`src/rtl/scie_pipelined_simd.sv`:
```
// scie_pipelined_simd: custom-3 SIMD activation/compare unit (RELU, CLAMP,
// MAX, MIN) behind a STAGES-deep valid/ready register pipeline.
// Optional feature macro: SCIE_CLIP_STATS_EN -- when defined, a saturating
// counter of clipped lanes is built; otherwise io_clip_count is tied to 0.

// Per-lane datapath: one signed W-bit lane, pure combinational.
module scie_lane #(
  parameter int W = 32
) (
  input  logic [1:0]   op_i,
  input  logic [W-1:0] a_i,
  input  logic [W-1:0] b_i,
  output logic [W-1:0] y_o
);
  logic [W-1:0] relu;

  // Select the lane result; CLAMP with a negative upper bound collapses to 0.
  always_comb begin
    y_o  = '0;
    relu = a_i[W-1] ? '0 : a_i;
    case (op_i)
      2'd0:    y_o = relu;
      2'd1:    y_o = b_i[W-1] ? '0 : (($signed(relu) > $signed(b_i)) ? b_i : relu);
      2'd2:    y_o = ($signed(a_i) > $signed(b_i)) ? a_i : b_i;
      default: y_o = ($signed(a_i) < $signed(b_i)) ? a_i : b_i;
    endcase
  end
endmodule

module scie_pipelined_simd #(
  parameter int XLEN   = 32,
  parameter int LANES  = 1,
  parameter int STAGES = 2
) (
  input  logic            clock,
  input  logic            reset,
  input  logic            io_in_valid,
  output logic            io_in_ready,
  input  logic [31:0]     io_insn,
  input  logic [XLEN-1:0] io_rs1,
  input  logic [XLEN-1:0] io_rs2,
  output logic            io_out_valid,
  input  logic            io_out_ready,
  output logic [XLEN-1:0] io_rd,
  output logic            io_illegal,
  output logic [31:0]     io_clip_count
);
  localparam int W = XLEN / LANES;

  typedef struct packed {
    logic [XLEN-1:0] rd;
    logic            illegal;
`ifdef SCIE_CLIP_STATS_EN
    logic [2:0]      clips;
`endif
  } stg_t;

  logic [LANES-1:0][W-1:0] rs1_l, rs2_l, y_l;
  logic [2:0]              op;
  logic                    legal;
  logic                    acc;
  stg_t                    stg_d;

  stg_t [STAGES:1]         stg_q;
  stg_t [STAGES:1]         stg_in;
  logic [STAGES:1]         vld_pipe_q;
  logic [STAGES:1]         vld_in;
  logic [STAGES:1]         adv;

  // Only opcode and funct3 carry meaning; the rest of the word is ignored.
  logic unused_insn;
  assign unused_insn = ^{io_insn[31:15], io_insn[11:7]};

  assign rs1_l = io_rs1;
  assign rs2_l = io_rs2;
  assign op    = io_insn[14:12];
  assign legal = (io_insn[6:0] == 7'h7B) && !op[2];

  for (genvar i = 0; i < LANES; i++) begin : g_lane
    scie_lane #(.W(W)) u_lane (
      .op_i (op[1:0]),
      .a_i  (rs1_l[i]),
      .b_i  (rs2_l[i]),
      .y_o  (y_l[i])
    );
  end

  // Stage-1 payload: lane results, zeroed for unsupported instructions.
  always_comb begin
    stg_d         = '0;
    stg_d.rd      = legal ? y_l : '0;
    stg_d.illegal = !legal;
`ifdef SCIE_CLIP_STATS_EN
    // A lane clips when RELU/CLAMP changed its rs1 value.
    for (int i = 0; i < LANES; i++)
      stg_d.clips = stg_d.clips + 3'((legal && !op[1] && (y_l[i] != rs1_l[i])) ? 1 : 0);
`endif
  end

  // Backpressure chain: a stage moves when empty or when its successor moves.
  always_comb begin
    adv         = '0;
    adv[STAGES] = !vld_pipe_q[STAGES] || io_out_ready;
    for (int s = STAGES - 1; s >= 1; s--)
      adv[s] = !vld_pipe_q[s] || adv[s+1];
  end

  assign io_in_ready = reset && adv[1];
  assign acc         = io_in_valid && io_in_ready;

  // Stage input muxing: stage 1 takes the new request, others their predecessor.
  always_comb begin
    vld_in    = '0;
    stg_in    = '0;
    vld_in[1] = acc;
    stg_in[1] = stg_d;
    for (int s = 2; s <= STAGES; s++) begin
      vld_in[s] = vld_pipe_q[s-1];
      stg_in[s] = stg_q[s-1];
    end
  end

  // Pipeline registers; reset discards everything in flight.
  always_ff @(posedge clock) begin
    if (!reset) begin
      vld_pipe_q <= '0;
      stg_q      <= '0;
    end else begin
      for (int s = 1; s <= STAGES; s++) begin
        if (adv[s]) begin
          vld_pipe_q[s] <= vld_in[s];
          stg_q[s]      <= stg_in[s];
        end
      end
    end
  end

  assign io_out_valid = vld_pipe_q[STAGES];
  assign io_rd        = vld_pipe_q[STAGES] ? stg_q[STAGES].rd : '0;
  assign io_illegal   = vld_pipe_q[STAGES] && stg_q[STAGES].illegal;

`ifdef SCIE_CLIP_STATS_EN
  logic [31:0] clip_cnt_q, clip_cnt_d;
  logic [32:0] clip_sum;

  // Saturating accumulate of clipped lanes at each output handshake.
  always_comb begin
    clip_sum   = {1'b0, clip_cnt_q} + {30'd0, stg_q[STAGES].clips};
    clip_cnt_d = clip_cnt_q;
    if (io_out_valid && io_out_ready)
      clip_cnt_d = clip_sum[32] ? '1 : clip_sum[31:0];
  end

  // Clip counter register.
  always_ff @(posedge clock) begin
    if (!reset) clip_cnt_q <= '0;
    else        clip_cnt_q <= clip_cnt_d;
  end

  assign io_clip_count = clip_cnt_q;
`else
  assign io_clip_count = '0;
`endif
endmodule
```
`config.mk`:
```
export PLATFORM = sky130hd
export DESIGN_NAME = scie_pipelined_simd
export DESIGN_NICKNAME = d
export VERILOG_FILES = /design/src/rtl/scie_pipelined_simd.sv
export SDC_FILE = /design/constraint.sdc
export NUM_CORES = 1
export LEC_CHECK = 0
export CAP_MARGIN = 25
export CORE_MARGIN = 2
export CORE_UTILIZATION = 52
export DETAILED_ROUTE_END_ITERATION = 7
export GPL_ROUTABILITY_DRIVEN = 0
export PLACE_DENSITY = 0.94
export SLEW_MARGIN = 20
export SYNTH_ARGS = -nofsm -noshare
export SYNTH_HDL_FRONTEND = slang
export SYNTH_SLANG_ARGS = --single-unit
```
`constraint.sdc`:
```
create_clock -name clock -period 7.3 [get_ports clock]
set_input_delay 0.73 -clock clock [delete_from_list [all_inputs] [get_ports clock]]
set_output_delay 0.73 -clock clock [all_outputs]
set_load 0.1 [all_outputs]
```
==> impl_metrics.yaml <==
outcome:
  status: "completed"
clocking:
  post_cts_buffers: 0
  cts_hold_buf: 0
  cts.path.max_buffers: 2
  clock_sinks: 68
  clockRootBuffer: "clkbuf_8"
  htree_levels: 3
  worstSkewPairLatency_ps: 350
  clkTransAtPathRegs_ps: 80
  tritoncts: "built"
  cts_buffers: 9
  cts_resized: 0
timing:
  hold_viol_final: 0
  setup_viol: 0
  maxSlewHeadroom_pct: 33.5
  timing.fmax_ghz: 0.245
  finClkSkew_ps: 11.6
  rsz0062_at_grt: "no"
  tightestPinTransition_ps: 994
  finalCritPeriodShare_pct: 55.9
  finalMaxSlewViolations: 0
  min_period_ps: 4080
  tns_ps: 0
grt:
  grt_max_degree: 57
  grt_overflow: 0
  grtUsageTotal_pct: 27.5
  grt_pass1_vias: 5315
  grt_pass1_wl_mm: 25.3
  grt_antenna_before_repair: 0
finish:
  diodes: 0
  utilization_pct: 66.3
  ff_latch_area_um2: 1360
  layout-drive-gt1-share_pct: 4.20
  final_nets: 920
  num-fill-cells: 855
  multiInputGateArea_um2: 3730
  area_delta_synth_final_pct: 24.1
synth:
  synth_edf_count: 0
  synthCells: 667
  ys.flop_type: "dfxtp_1"
  yosysWarnings: 0
  synthesis.area_um2: 5490
  ys_seq_elements: 68
  yosysUniqueCellTypes: 46
  yosysSeqAreaShare_pct: 24.8
  async_flop_share_pct: 0
  avgSynthCellArea_um2: 8.23
flow_run:
  maxCapViolCount: 0
power_and_ir_drop:
  power_frac_seq_pct: 35.4
  p_leak_nw: 2.84
  vdd_drop_max_mv: 0.0945
  clkPwrFrac_pct: 33.5
  power_frac_comb_pct: 31.2
  p_sw_uw: 366
  power.density_nw_per_um2: 156
  p_int_uw: 695
  swShare_pct: 34.5
critical_path:
  max_stage_delay_ps: 640
  cp.buffers_inverters: 3
  critPathLaunchType: "input port"
  critical_path.slowest_cell: "nor4_1"
  cp.required_ps: 7590
  crit_chain: "clkdlybuf4s50_1 -> buf_4 -> nor2b_1 -> ha_1 -> nand4_1 -> nor4_1 -> o211ai_1 -> a31oi_2 -> o2bb2ai_2 -> buf_4 -> a221o_1 -> a22o_1"
  arrival_ps: 4380
  cp_top_family: "compound AO/OA/AOI/OAI gates"
  critical_path_class: "in -> reg"
  crit_top_cell: "buf_4"
  cp-end-kind: "register"
  crit_fanout: 34
hold_path:
  hp-class: "reg -> reg"
routing:
  wl_per_cell_um: 17.4
  drc_errors: 0
  viasPerCell: 6.05
  first_pass_iters: 6
  drtAntennaViolNets: 0
  drt-initial-drc-count: 540
  vias: 5430
  drt_wl_total_mm: 15.6
floorplan:
  die_x_um: 107
  die_h_um: 107
  core_region_area_um2: 10300
  rows: 37
  io_pins: 167
  start_util_pct: 53.4
  die-area_um2: 11400
placement:
  detailed_place_hpwl_mm: 11.3
  io_buffers: 112
==> cells in the mapped netlist, drive strengths merged (3+ instances only) <==
cell type	n	share of area (%)
nand3	9	0.82
nand4	16	1.8
nand4b	3	0.48
dfxtp	68	25
clkbuf	32	2.2
a21oi	52	4.7
nor2b	34	3.9
inv	34	2.3
ha	63	14
o211ai	4	0.55
a21boi	35	4.8
a21o	12	1.6
nor2	5	0.34
o21a	4	0.55
o21ai	10	0.98
a22o	25	4.0
nand2	84	5.7
a221o	25	4.6
nand2b	3	0.34
a22oi	6	0.82
buf	41	5.2
mux2i	32	5.8
a222oi	6	1.1
and2	41	4.7
==> flip-flops by register name, summed over array words and instances, names as in the netlist <==
signal and cells:
vld_pipe_q 2, stg_in 33, stg_q 33
==> per-stage QoR <==
| stage | hold slack, ps | total power [mW] | cell area, µm² | worst slack [ps] | std cells |
|---|---|---|---|---|---|
| 2_1_floorplan | 425 | 0.622 | 5610 | 4100 | 698 |
| 3_3_place_gp | 450 | 0.688 | 6560 | 3060 | 880 |
| 3_5_place_dp | 457 | 0.705 | 6600 | 2910 | 882 |
| 4_1_cts | 466 | 1.05 | 6820 | 3250 | 898 |
| 5_1_grt | 477 | 1.10 | 6820 | 3060 | 898 |
| 6_report | 457 | 1.06 | 6820 | 3220 | 898 |
==> cell type report <==
| class | instances | area share [%] |
|---|---|---|
| multi-input cells | 523 | 54.7 |
| flip-flops and latches | 68 | 20.0 |
| repair buffers | 121 | 17.8 |
| well taps | 136 | 2.50 |
| clock buffers | 12 | 2.13 |
| inverters | 34 | 1.87 |
| clock inverters | 4 | 1.06 |
==> power groups by stage <==
stage / Combinational (mW) / Sequential [mW] / Clock (mW)
2_1_floorplan: 0.238 / 0.384 / 0
3_3_place_gp: 0.304 / 0.384 / 0
3_5_place_dp: 0.321 / 0.384 / 0
4_1_cts: 0.325 / 0.375 / 0.354
5_1_grt: 0.350 / 0.376 / 0.369
6_report: 0.330 / 0.375 / 0.355
==> layout by cell type (no fill, tap or decap), drive strengths merged, types with 5 or more instances in the layout <==
master         count
a21boi            35
a21o              12
a21oi             52
a221o             25
a222oi             6
a22o              25
a22oi              6
and2              41
buf               10
clkbuf            12
clkdlybuf4s50    111
conb              32
dfxtp             68
ha                63
inv               34
mux2i             32
nand2             84
nand3              9
nand4             16
nor2               5
nor2b             34
o21ai             10
==> path summary, 6_finish.rpt <==
check / to / slack, ps / from / cells after the start
setup / recovery: stg_in[49] / 3220 / io_rs1[31] / 12
hold / removal: stg_q[41] / 460 / stg_q[41] / 2
setup reg to reg: stg_in[49] / 4530 / vld_pipe_q[2] / 7
hold reg to reg: stg_q[41] / 460 / stg_q[41] / 2
==> tightest hold or removal path: stages (launching register included) <==
cell and delay (ps):
dfxtp_1 310, nand2_1 40, a21boi_0 60
==> per-layer routing <==
layer / routed length (µm) / part of all wire [%] / track usage [%]
met5: 0 / 0 / 0
met3: 1290 / 8.3 / 3.40
met2: 7290 / 47 / 45.0
met4: 669 / 4.3 / 15.7
met1: 6350 / 41 / 34.9
==> logic make-up (layout without fill, tap and decap cells) <==
family,count (synthesis),count (layout),share of synthesized area (%)
AO/OA/AOI/OAI,193,193,26.1
adder cells (fa/ha/maj),63,63,14.4
buffers and inverters,107,171,9.73
flip-flops,68,68,24.8
multiplexers,33,33,6.04
other,1,32,0.0683
AND/OR/NAND/NOR,202,202,18.9
Note: power is estimated with default switching activity, not from simulation.
